===== config.mk =====
export PLATFORM = sky130hd
export DESIGN_NAME = decode_issue
export DESIGN_NICKNAME = d
export VERILOG_FILES = /design/src/rtl/decode_issue.sv
export SDC_FILE = /design/constraint.sdc
export NUM_CORES = 1
export LEC_CHECK = 0
export CAP_MARGIN = 20
export CELL_PAD_IN_SITES_DETAIL_PLACEMENT = 1
export CELL_PAD_IN_SITES_GLOBAL_PLACEMENT = 2
export CORE_ASPECT_RATIO = 0.8
export CORE_UTILIZATION = 44
export DETAILED_ROUTE_END_ITERATION = 8
export PLACE_DENSITY_LB_ADDON = 0.05
export SYNTH_ARGS = -nofsm -noshare
export SYNTH_HDL_FRONTEND = slang
export SYNTH_SLANG_ARGS = --single-unit

===== constraint.sdc =====
create_clock -name clk -period 2.7 [get_ports clk]
set_input_delay 0.27 -clock clk [delete_from_list [all_inputs] [get_ports clk]]
set_output_delay 0.27 -clock clk [all_outputs]
set_load 0.01 [all_outputs]

===== src/rtl/decode_issue.sv =====
// Decode/issue stage: decodes 16-bit instructions, reads the internal register file,
// blocks RAW hazards with a per-register scoreboard and issues a registered bundle to the ALU.
// Optional build macro WB_BYPASS_EN forwards same-cycle writeback data into issue.
module decode_issue #(
   parameter int DATA_W = 16,
   parameter int NREGS  = 16
) (
   input  logic              clk,
   input  logic              rst_n,
   input  logic              in_valid,
   output logic              in_ready,
   input  logic [15:0]       in_instr,
   output logic              out_valid,
   input  logic              out_ready,
   output logic [3:0]        out_opcode,
   output logic [DATA_W-1:0] out_op1,
   output logic [DATA_W-1:0] out_op2,
   output logic [DATA_W-1:0] out_store,
   output logic [3:0]        out_rd,
   output logic              out_wr_en,
   input  logic              wb_en,
   input  logic [3:0]        wb_addr,
   input  logic [DATA_W-1:0] wb_data,
   input  logic              flush,
   output logic              halted
);

   typedef enum logic [1:0] {RUN, HALT_PEND, HALT} state_t;

   state_t            state, state_nxt;
   logic [DATA_W-1:0] regs [NREGS];
   logic [NREGS-1:0]  sb, sb_nxt, busy;

   logic [3:0]        opcode, rd, rs, rt;
   logic [DATA_W-1:0] rs_val, rt_val, rd_val;
   logic [DATA_W-1:0] imm4_sx, imm9_sx;
   logic [DATA_W-1:0] dec_op1, dec_op2, dec_store;
   logic              use_rs, use_rt, use_rd, writes, dec_wr_en;
   logic              wb_hit, hazard, accept, handoff;

   assign opcode  = in_instr[15:12];
   assign rd      = in_instr[11:8];
   assign rs      = in_instr[7:4];
   assign rt      = in_instr[3:0];
   assign imm4_sx = {{(DATA_W-4){in_instr[3]}}, in_instr[3:0]};
   assign imm9_sx = {{(DATA_W-9){in_instr[8]}}, in_instr[8:0]};
   assign wb_hit  = wb_en && (wb_addr != 4'd0);

   // R0 is never written, so its reset value of zero is what every read returns.
   always_comb begin
      rs_val = regs[rs];
      rt_val = regs[rt];
      rd_val = regs[rd];
      busy   = sb;
`ifdef WB_BYPASS_EN
      if (wb_hit) begin
         busy[wb_addr] = 1'b0;
         if (rs == wb_addr) rs_val = wb_data;
         if (rt == wb_addr) rt_val = wb_data;
         if (rd == wb_addr) rd_val = wb_data;
      end
`endif
   end

   // NOTE: every output of a combinational block gets a default first, so no path infers a latch.
   always_comb begin
      use_rs    = 1'b0;
      use_rt    = 1'b0;
      use_rd    = 1'b0;
      writes    = 1'b0;
      dec_op1   = '0;
      dec_op2   = '0;
      dec_store = '0;
      case (opcode)
         4'h0, 4'h1, 4'h2, 4'h3, 4'h7: begin
            use_rs  = 1'b1;
            use_rt  = 1'b1;
            writes  = 1'b1;
            dec_op1 = rs_val;
            dec_op2 = rt_val;
         end
         4'h4, 4'h5, 4'h6: begin
            use_rs  = 1'b1;
            writes  = 1'b1;
            dec_op1 = rs_val;
            dec_op2 = DATA_W'(in_instr[3:0]);
         end
         4'h8, 4'h9: begin
            use_rs  = 1'b1;
            dec_op1 = rs_val;
            dec_op2 = {imm4_sx[DATA_W-2:0], 1'b0};
            if (opcode == 4'h9) begin
               use_rd    = 1'b1;
               dec_store = rd_val;
            end else begin
               writes = 1'b1;
            end
         end
         4'hA, 4'hB: begin
            use_rd  = 1'b1;
            writes  = 1'b1;
            dec_op1 = rd_val;
            dec_op2 = DATA_W'(in_instr[7:0]);
         end
         4'hC: dec_op2 = imm9_sx;
         4'hD: begin
            use_rs  = 1'b1;
            dec_op1 = rs_val;
         end
         4'hE:    writes = 1'b1;
         default: ;
      endcase
   end

   assign dec_wr_en = writes && (rd != 4'd0);
   assign hazard    = (use_rs && busy[rs]) || (use_rt && busy[rt]) || (use_rd && busy[rd]);
   assign in_ready  = (state == RUN) && !hazard && (!out_valid || out_ready) && !flush;
   assign accept    = in_valid && in_ready;
   assign handoff   = out_valid && out_ready;
   assign halted    = (state == HALT);

   always_comb begin
      state_nxt = state;
      case (state)
         RUN:       if (accept && opcode == 4'hF) state_nxt = HALT_PEND;
         HALT_PEND: if (flush) state_nxt = RUN;
                    else if (handoff) state_nxt = HALT;
         HALT:      ;
         default:   state_nxt = RUN;
      endcase
   end

   // Clears are applied before the set so a same-cycle issue to rd keeps its bit.
   always_comb begin
      sb_nxt = sb;
      if (wb_hit) sb_nxt[wb_addr] = 1'b0;
      if (flush && out_valid && out_wr_en) sb_nxt[out_rd] = 1'b0;
      if (accept && dec_wr_en) sb_nxt[rd] = 1'b1;
   end

   // NOTE: sequential state uses non-blocking assignments so all flops update from pre-edge values.
   always_ff @(posedge clk or negedge rst_n) begin
      if (!rst_n) begin
         state <= RUN;
         sb    <= '0;
      end else begin
         state <= state_nxt;
         sb    <= sb_nxt;
      end
   end

   // NOTE: the register file must read as zero after reset, so it is a flop array with an explicit reset.
   always_ff @(posedge clk or negedge rst_n) begin
      if (!rst_n) begin
         for (int i = 0; i < NREGS; i++) regs[i] <= '0;
      end else if (wb_hit) begin
         regs[wb_addr] <= wb_data;
      end
   end

   always_ff @(posedge clk or negedge rst_n) begin
      if (!rst_n) begin
         out_valid  <= 1'b0;
         out_opcode <= '0;
         out_op1    <= '0;
         out_op2    <= '0;
         out_store  <= '0;
         out_rd     <= '0;
         out_wr_en  <= 1'b0;
      end else if (flush) begin
         out_valid <= 1'b0;
      end else if (accept) begin
         out_valid  <= 1'b1;
         out_opcode <= opcode;
         out_op1    <= dec_op1;
         out_op2    <= dec_op2;
         out_store  <= dec_store;
         out_rd     <= rd;
         out_wr_en  <= dec_wr_en;
      end else if (handoff) begin
         out_valid <= 1'b0;
      end
   end

endmodule


After elaboration in Yosys (flattened, before gate mapping)

Index checks and enable logic that the tools add are counted.

Bits in registers: 332
Bits in latches: 0
RAM bits: 0
Bits in read-only memories: 0
Input port bits: 42
Output and inout bits: 60
Logic and storage cells: 149
Memories kept: 0

Add/sub/neg operators: 0
Multipliers: 0
Div/mod/pow operators: 0
Order comparisons: 13
Equal/unequal tests: 19
Shifts and indexed selects: 0
Muxes and demuxes: 44
Bitwise gates (word level): 11
Reduce and logical (&&, ||, !) cells: 37

Operators with widths:

| operator           | count |
|---|---|
| $bwmux 256         | 1 |
| $bmux 16 s4        | 3 |
| $mux 16            | 12 |
| $pmux 16 s5        | 1 |
| $demux 16 s4       | 1 |
| $and 16x16->16     | 2 |
| $eq 4x4->1 const B | 8 |
| $not 16->16        | 2 |
| $pmux 16 s2        | 1 |
| $lt 4x5->1 const B | 5 |
| $reduce_or 11->1   | 2 |
| $ge 5x5->1 const B | 4 |
| $not 4->5          | 4 |
| $logic_and 1x1->1  | 18 |
| $eq 4x3->1 const B | 4 |
| $or 16x16->16      | 1 |
| $mux 1             | 13 |
| $bmux 1 s4         | 3 |
| $demux 1 s4        | 3 |
| $ge 4x1->1 const B | 3 |
| $eq 4x2->1 const B | 2 |
| $reduce_bool 4->1  | 2 |
| $mux 2             | 3 |
| $pmux 2 s3         | 1 |
| other kinds (18)   | 25 |

Logic depth before layout (Yosys ltp)

Gate-level depths: netlist of run 1.

Word-level depth: 14
Mapped depth: 10
Gate-level depth less buffers: 6

Worst setup path after synthesis of run 1

OpenSTA, ideal clock, no wires.

Path kind: input port to flip-flop
From: in in_instr[4]
To: reg out_op1[10]
Data arrival time: 2,292 ps
Data required time: 2,573 ps
Slack: 280 ps
Stages on the path: 8
Buffers on the path: 4
Cells stage by stage: clkbuf_1 > buf_2 > buf_1 > clkbuf_1 > mux2i_1 > nand2_1 > a32o_1 > mux2_1

Word-level cells in the longest chain between the ends: 11

RTL lines:

| what                            | RTL line | source |
|---|---|---|
| start, declared                 | 12       | `input logic [15:0] in_instr,` |
| $bmux 1 s4                      | 116      | `assign hazard = (use_rs && busy[rs]) \|\| (use_rt && busy[rt]) \|\| (use_rd && busy[rd]);` |
| $mux 1 (implied by the code)    | 116      |  |
| $logic_and 1x1->1               | 116      |  |
| $logic_or 1x1->1 (2 in series)  | 116      |  |
| $logic_not 1->1                 | 117      | `assign in_ready = (state == RUN) && !hazard && (!out_valid \|\| out_ready) && !flush;` |
| $logic_and 1x1->1 (3 in series) | 117      |  |
| $logic_and 1x1->1               | 118      | `assign accept = in_valid && in_ready;` |
| $reduce_and 2->1 (no line)      | n/a      |  |
| end signal, assigned            | 175      | `out_op1 <= dec_op1;` |
| end, declared                   | 16       | `output logic [DATA_W-1:0] out_op1,` |

Several ways; a longest one is shown, not always the timed one. The select of a mux whose other input is x is not followed.
A chain may end at the register's enable or synchronous reset.

Final worst setup path of run 1

From: reg sb[5], in the netlist busy[5]
To: out in_ready

Word-level cells in the longest chain between the ends: 9

RTL lines:

| what                                | RTL line | source |
|---|---|---|
| start, declared                     | 32       | `logic [NREGS-1:0] sb, sb_nxt, busy;` |
| start signal, assigned              | 148      | `sb <= sb_nxt;` |
| $bmux 1 s4                          | 116      |  |
| $mux 1 (implied by the code)        | 116      |  |
| $logic_and 1x1->1                   | 116      |  |
| $logic_or 1x1->1                    | 116      |  |
| $logic_or 1x1->1 (*)                | 116      |  |
| $logic_not 1->1 (*)                 | 117      |  |
| $logic_and 1x1->1 (*) (3 in series) | 117      |  |
| end, declared                       | 11       | `output logic in_ready,` |

Every way passes the cells marked *; elsewhere a longest branch is shown, timed or not. The select of a mux whose other input is x is not followed.

==> key figures, run 1 <==
Drt
  – Antenna Nets Post-Route: 0
  – Via/cell ratio: 6.51
  – Total via count after detailed routing: 13675
  – Starting DRT DRC Count: 1234
  – Total routed wirelength: 65.6 mm
  – Mean routed wirelength per cell: 31.2 um
  – DRC violation count after routing: 0
  – TritonRoute pass-1 iters: 6

STA
  – Setup violation total in the final timing report: 0
  – Slew at the pin closest to its max-slew limit: 0.588 ns
  – Max-slew violation count: 0
  – Maximum clock frequency: 384 MHz
  – Worst relative slew slack: 0.607
  – Worst clock skew on the final layout: 0.0198 ns
  – Final critical-path share of the clock period: 0.964
  – RSZ-0062 raised after global routing: false
  – Hold Vio Cnt, Final: 0
  – Final Critical Period: 2.60 ns

Power
  – Power dissipated by switching net loads: 5.08 mW
  – Register share of total power: 0.417
  – Part of the total power dissipated in the clock network: 0.305
  – Peak supply drop: 0.372 mV
  – Sw Share: 0.296
  – Combinational Power Share: 0.278
  – Internal Dissipation: 12.1 mW
  – Leakage power of the design: 9.53 nW
  – Power Dens Cells: 744 mW/mm^2

Critical path
  – Type of the setup path with the least slack: reg2out
  – Cell at the slowest stage of the critical path: mux4_2
  – Critical Path End Type: output port
  – Required time of the worst setup path: 2.43 ns
  – Largest stage delay on the critical path: 0.49 ns
  – Worst-path maximum fanout: 4
  – Dominant delay contributor by cell family on the critical path: multiplexers
  – Cell-by-cell trace of the critical path: mux2i_1 > mux4_2 > a2111oi_4 > nor4_2 > and2_1 > buf_2
  – Buffers plus inverters on the worst setup path: 1
  – Data arrival at the endpoint of the critical path: 2.33 ns
  – Category of the worst setup path launch point: flop

Cells and area
  – Commonest cells after routing, fill and taps aside: dfrtp_1 (329), mux2_2 (273), mux4_2 (197), buf_4 (107), nand2_1 (101)
  – Utilization after layout: 0.533
  – Finished Cell Area: 0.0230 mm^2
  – Most common library cell in the layout ignoring fill and taps: dfrtp_1
  – Synthesis-to-layout area growth: 19.3%
  – Fraction of layout cells with a size suffix above 1: 0.447
  – Total Nets Final: 1557
  – Count of inserted antenna diode cells: 0
  – Filler cells: 4177

Place
  – Routability cong.: 0.846
  – Total of buffers placed on input and output ports: 101
  – Post-placement cell area: 0.0217 mm^2
  – DP HPWL: 41.7 mm

Yosys
  – Mapped Cells: 1384
  – Warning count from the yosys run: 0
  – Most instantiated flip-flop cell in the synthesis netlist: dfrtp_1
  – Count of flip-flops with a built-in enable after synthesis: 0
  – Count of cell types in the netlist: 56
  – Average size of a mapped cell: 14.0 um^2
  – Summed instance area of the synthesized netlist: 0.0193 mm^2
  – Yosys reg bits: 332
  – Sequential element share of the synthesized area: 0.430
  – Number of nets produced by synthesis: 1426
  – FFs w/ async S/R, synth: 1.00

Clocking
  – Number of buffers on the longest clock path: 3
  – Root buf cell: clkbuf_16
  – Clock latency on the worst-skew pair: 0.55 ns
  – CTS buffer count: 37
  – Clock tree from TritonCTS: built
  – Number of H-tree levels: 2
  – Clock transition at the registers of the reported paths: 0.06 ns
  – Num Clock Sinks: 332

Status
  – Outcome: completed

Floorplanning
  – Effective utilization at floorplan: 0.447
  – Vertical extent of the die: 189 um
  – Die Footprint: 0.0448 mm^2
  – Core Area: 0.0432 mm^2
  – IO Count: 102
  – Cell row count: 68
  – Chip Width: 236 um

GRT
  – First-pass GRT wire length: 99.4 mm
  – Initial antenna violation count: 0
  – Total routing usage reported by global routing: 0.303
  – Gr ovfl total: 0
  – Via count of the first global-routing pass: 14475
  – Maximum number of pins on one net before global-route repair: 66

Worst hold path
  – Hold Crit Class: in2reg

Flow run
  – Total of max-cap violations: 0
==> what timing repair did <==
| action | CTS | global route |
|---|---|---|
| buffers inserted | 6 | 0 |
| gates resized for setup | 11 | 0 |
| endpoints found under the hold margin | 51 | 0 |
| hold buffers | 1 | 0 |
| setup endpoints to repair | 1 | 0 |
==> sequential cells by signal, summed over array words and instances, names as in the netlist <==
signal      flops
regs          256
busy           16
out_op1        16
out_op2        16
out_store      16
out_opcode      4
out_rd          4
state           2
out_valid       1
out_wr_en       1
==> worst paths after layout <==
| path | slack (ns) | startpoint | cells after the start | endpoint |
|---|---|---|---|---|
| min in group asynchronous | 0.28 | rst_n | 2 | state[1] |
| worst max register to register | 0.21 | busy[8] | 8 | busy[10] |
| worst min register to register | 0.42 | regs[243] | 0 | regs[243] |
| worst min-delay path | 0.12 | in_instr[8] | 2 | out_rd[0] |
| worst max-delay path | 0.1 | busy[5] | 6 | in_ready |
| max in group asynchronous | 1.58 | rst_n | 3 | out_store[5] |
==> power groups by stage <==
stage               registers (mW)  clock network (mW)  logic, mW
floorplan                     6.91                   0       2.99
global placement              7.13                   0       4.60
detailed placement            7.20                   0       4.70
CTS                           7.12                5.34       4.76
global route                  7.32                5.53       5.08
finish                        7.15                5.23       4.76
==> final cells by class <==
cell class	instances	area [um^2]	area share
multi-input combinational	885	10400	0.449
sequential	332	8310	0.361
timing repair buffer	231	2330	0.101
clock buffer	57	1110	0.0483
tap	560	701	0.0304
clock inverter	9	124	0.00537
inverter	28	105	0.00456
==> cell usage after synthesis (9+ instances only) <==
master	n	area, um^2
dfrtp_1	332	8310
mux2_2	273	3070
mux4_2	197	4440
nand2_1	101	379
clkbuf_1	94	353
mux2i_1	60	601
a22oi_1	44	330
inv_1	27	101
nor2_1	22	82.6
nand3_1	21	105
buf_2	20	100
a21oi_1	17	85.1
mux2_1	15	169
buf_1	14	52.6
o21ai_0	13	65.1
o31ai_1	13	97.6
a32o_1	12	120
nor2b_1	12	75.1
o211ai_1	11	82.6
nand2b_1	9	56.3
o221ai_1	9	78.8
==> routing by layer <==
| metal | global-route usage | up-vias | wire, um | share of wire |
|---|---|---|---|---|
| li1 | - | 5633 | - | - |
| met1 | 0.441 | 7385 | 29500 | 0.45 |
| met2 | 0.458 | 547 | 29400 | 0.45 |
| met3 | 0.0660 | 110 | 4970 | 0.076 |
| met4 | 0.0884 | 0 | 1720 | 0.026 |
| met5 | 0 | - | 0 | 0 |
==> per-stage QoR <==
step	hold slack, ns	total power [mW]	instances	setup TNS [ns]	setup WS [ns]
after detailed placement	0.254	11.9	2029	-0.215	-0.0899
after global placement	0.253	11.7	2029	-0.199	-0.105
final	0.122	17.1	2102	0	0.0960
after floorplan	-0.0256	9.90	1384	0	0.280
after CTS	0.0993	17.2	2102	0	0.0859
after global routing	0.129	17.9	2102	0	0.0214
==> logic make-up after synthesis <==
group,synth area share
AOI/OAI and AO/OA,0.0575
adders and majority gates,0.000518
muxes,0.429
and+or+nand+nor,0.0458
DFF,0.430
buffers and inverters,0.0375
Power figures use the tool's default switching activity.
==> run 2, diff against run 1 <==
Settings changed: SETUP_SLACK_MARGIN set to 0.05.
==> run 2 against run 1 <==
First-iteration DRC count up 1.5%. Combinational power barely moved. Register-to-register slack is essentially flat. Utilization unchanged. Flip-flop and latch count unchanged. Highest routed layer unchanged.
==> key figures, run 2 (synthesized netlist as in run 1, its figures left out) <==
STA
  – Final Critical Period: 2.60 ns (about the same)
  – WHS: 0.121 ns (was 0.122 ns)
  – Slew at the pin closest to its max-slew limit: 0.587 ns (was 0.588 ns)
  – Hold Vio Cnt, Final: 0 (unchanged)
  – Worst clock skew on the final layout: 0.0199 ns (was 0.0198 ns)
  – Worst relative slew slack: 0.607 (about the same)
  – Setup violation total in the final timing report: 0 (unchanged)
  – Maximum clock frequency: 385 MHz (was 384 MHz)
  – RSZ-0062 raised after global routing: true (was false)
  – Max-slew violation count: 0 (unchanged)
  – Final critical-path share of the clock period: 0.962 (was 0.964)

Power
  – Sw Share: 0.296 (about the same)
  – Internal Dissipation: 12.1 mW (about the same)
  – Power Dens Cells: 744 mW/mm^2 (about the same)
  – Leakage power of the design: 9.53 nW (about the same)
  – Combinational Power Share: 0.278 (about the same)
  – Peak supply drop: 0.372 mV (about the same)
  – Register share of total power: 0.417 (about the same)
  – Part of the total power dissipated in the clock network: 0.305 (about the same)
  – Power dissipated by switching net loads: 5.08 mW (about the same)

Clocking
  – CTS buffer count: 37 (unchanged)
  – Clock transition at the registers of the reported paths: 0.06 ns (about the same)
  – Clock latency on the worst-skew pair: 0.55 ns (about the same)
  – Num Clock Sinks: 332 (unchanged)
  – Number of buffers on the longest clock path: 3 (unchanged)
  – Root buf cell: clkbuf_16 (unchanged)
  – Number of H-tree levels: 2 (unchanged)
  – Clock tree from TritonCTS: built (unchanged)

GRT
  – Total routing usage reported by global routing: 0.303 (unchanged)
  – Via count of the first global-routing pass: 14475 (unchanged)
  – Gr ovfl total: 0 (unchanged)
  – Initial antenna violation count: 0 (unchanged)
  – First-pass GRT wire length: 99.4 mm (unchanged)
  – Maximum number of pins on one net before global-route repair: 66 (unchanged)

Floorplanning
  – Core Area: 0.0432 mm^2 (unchanged)
  – Die Footprint: 0.0448 mm^2 (unchanged)
  – Cell row count: 68 (unchanged)
  – Vertical extent of the die: 189 um (unchanged)
  – IO Count: 102 (unchanged)
  – Effective utilization at floorplan: 0.447 (unchanged)
  – Chip Width: 236 um (unchanged)

Critical path
  – Number of logic stages on the critical path including buffering: 6 (unchanged)
  – Reg2Reg Launch Point: busy[8] (unchanged)
  – Cell-by-cell trace of the critical path: mux2i_1 > mux4_2 > or3_1 > o211a_1 > and2_1 > buf_2 (was mux2i_1 > mux4_2 > a2111oi_4 > nor4_2 > and2_1 > buf_2)
  – Critical Path End Type: output port (unchanged)
  – Largest stage delay on the critical path: 0.46 ns (was 0.49 ns)
  – Dominant delay contributor by cell family on the critical path: multiplexers (unchanged)
  – Critical path launch point: busy[5] (unchanged)
  – Worst-path maximum fanout: 4 (unchanged)
  – Category of the worst setup path launch point: flop (unchanged)
  – Buffers plus inverters on the worst setup path: 1 (unchanged)
  – Cell at the slowest stage of the critical path: mux4_2 (unchanged)
  – Type of the setup path with the least slack: reg2out (unchanged)
  – Required time of the worst setup path: 2.43 ns (about the same)
  – Data arrival at the endpoint of the critical path: 2.33 ns (about the same)
  – Path depth of the worst reg2reg path: 8 (unchanged)

Drt
  – Total via count after detailed routing: 13570 (was 13675)
  – Via/cell ratio: 6.46 (was 6.51)
  – Antenna Nets Post-Route: 0 (unchanged)
  – Mean routed wirelength per cell: 31.2 um (about the same)
  – Starting DRT DRC Count: 1252 (was 1234)
  – Total routed wirelength: 65.6 mm (about the same)
  – DRC violation count after routing: 0 (unchanged)
  – TritonRoute pass-1 iters: 6 (unchanged)

Cells and area
  – Count of inserted antenna diode cells: 0 (unchanged)
  – Most common library cell in the layout ignoring fill and taps: dfrtp_1 (unchanged)
  – Top reg by flops: regs (unchanged)
  – Finished Layout Cells: 2102 (unchanged)
  – Flip-flop count of the largest register after layout: 256 (unchanged)
  – Total Nets Final: 1557 (unchanged)
  – Fraction of layout cells with a size suffix above 1: 0.447 (unchanged)
  – Synthesis-to-layout area growth: 19.3% (unchanged)
  – Commonest cells after routing, fill and taps aside: dfrtp_1 (329), mux2_2 (273), mux4_2 (197), buf_4 (107), nand2_1 (101) (unchanged)

Worst hold path
  – Number of cells on the worst hold path: 2 (unchanged)
  – Hold path start: in_instr[8] (unchanged)
  – Hold Crit Class: in2reg (unchanged)

Place
  – Total of buffers placed on input and output ports: 101 (unchanged)
  – DP HPWL: 41.7 mm (unchanged)
  – Routability cong.: 0.846 (unchanged)
  – Placed cell count: 2029 (unchanged)

Status
  – Outcome: completed (unchanged)

Flow run
  – Total of max-cap violations: 0 (unchanged)
## run 2: cell counts in the layout (fill, tap and decap cells not counted)
Identical to the previous run, type by type.
## run 2: final timing paths
| path | end | slack [ns] |
|---|---|---|
| worst min-delay path | out_rd[0] | 0.12 |
| worst min register to register | regs[243] | 0.42 |
| min in group asynchronous | state[1] | 0.27 |
| worst max-delay path | in_ready | 0.10 |
| worst max register to register | busy[10] | 0.22 |
| max in group asynchronous | out_store[5] | 1.58 |
## run 2: worst reg2reg max path, cell delays in order, from the launching register on
cell	delay (ns)
dfrtp_1	0.43
mux4_2	0.49
nor2b_2	0.18
a2111oi_4	0.05
nor4_2	0.31
buf_4	0.17
buf_4	0.10
nand3_2	0.26
o31ai_1	0.38
## run 2: per-stage QoR
step	total power [mW]	setup TNS, ns	setup slack (ns)	area [um^2]	util
detailed placement	11.9	-0.215	-0.0899	21700	0.503
finish	17.1	0	0.102	23000	0.533
CTS	17.2	0	0.0859	23000	0.533
global placement	11.7	-0.199	-0.105	21700	0.503
global route	17.9	0	0.0276	23000	0.533
floorplan	9.90	0	0.280	19300	-
## run 2: per-layer routing
layer / GRT usage / vias up / part of all wire
li1: - / 5634 / -
met1: 0.441 / 7310 / 0.45
met2: 0.458 / 518 / 0.45
met3: 0.0660 / 108 / 0.078
met4: 0.0884 / 0 / 0.026
met5: 0 / - / 0
## run 2: area by class of cell
| class | instances | area, um^2 |
|---|---|---|
| Fill cell | 4177 | 20200 |
| Clock buffer | 57 | 1110 |
| Clock inverter | 9 | 124 |
| Tap cell | 560 | 701 |
| Timing Repair Buffer | 231 | 2330 |
| Multi-Input combinational cell | 885 | 10400 |
| Sequential cell | 332 | 8310 |
| Inverter | 28 | 105 |
## run 2: what timing repair did
item	CTS	global route
gates resized for setup	11	0
hold buffers	1	0
setup endpoints to repair	1	1
hold endpoints to repair	51	0
setup buffers	6	0
pin swaps	1	1
## run 2: power groups by stage
stage               Clock, mW  Sequential [mW]  Combinational, mW
floorplan                   0             6.91               2.99
global placement            0             7.13               4.60
CTS                      5.34             7.12               4.76
global route             5.53             7.32               5.08
finish                   5.23             7.15               4.76
detailed placement          0             7.20               4.70
==> run 3, diff against run 2 <==
Settings changed: CAP_MARGIN 20 to unset.
==> results of run 3 <==
The final DEF is identical to that of run 2; final timing and power are the same.
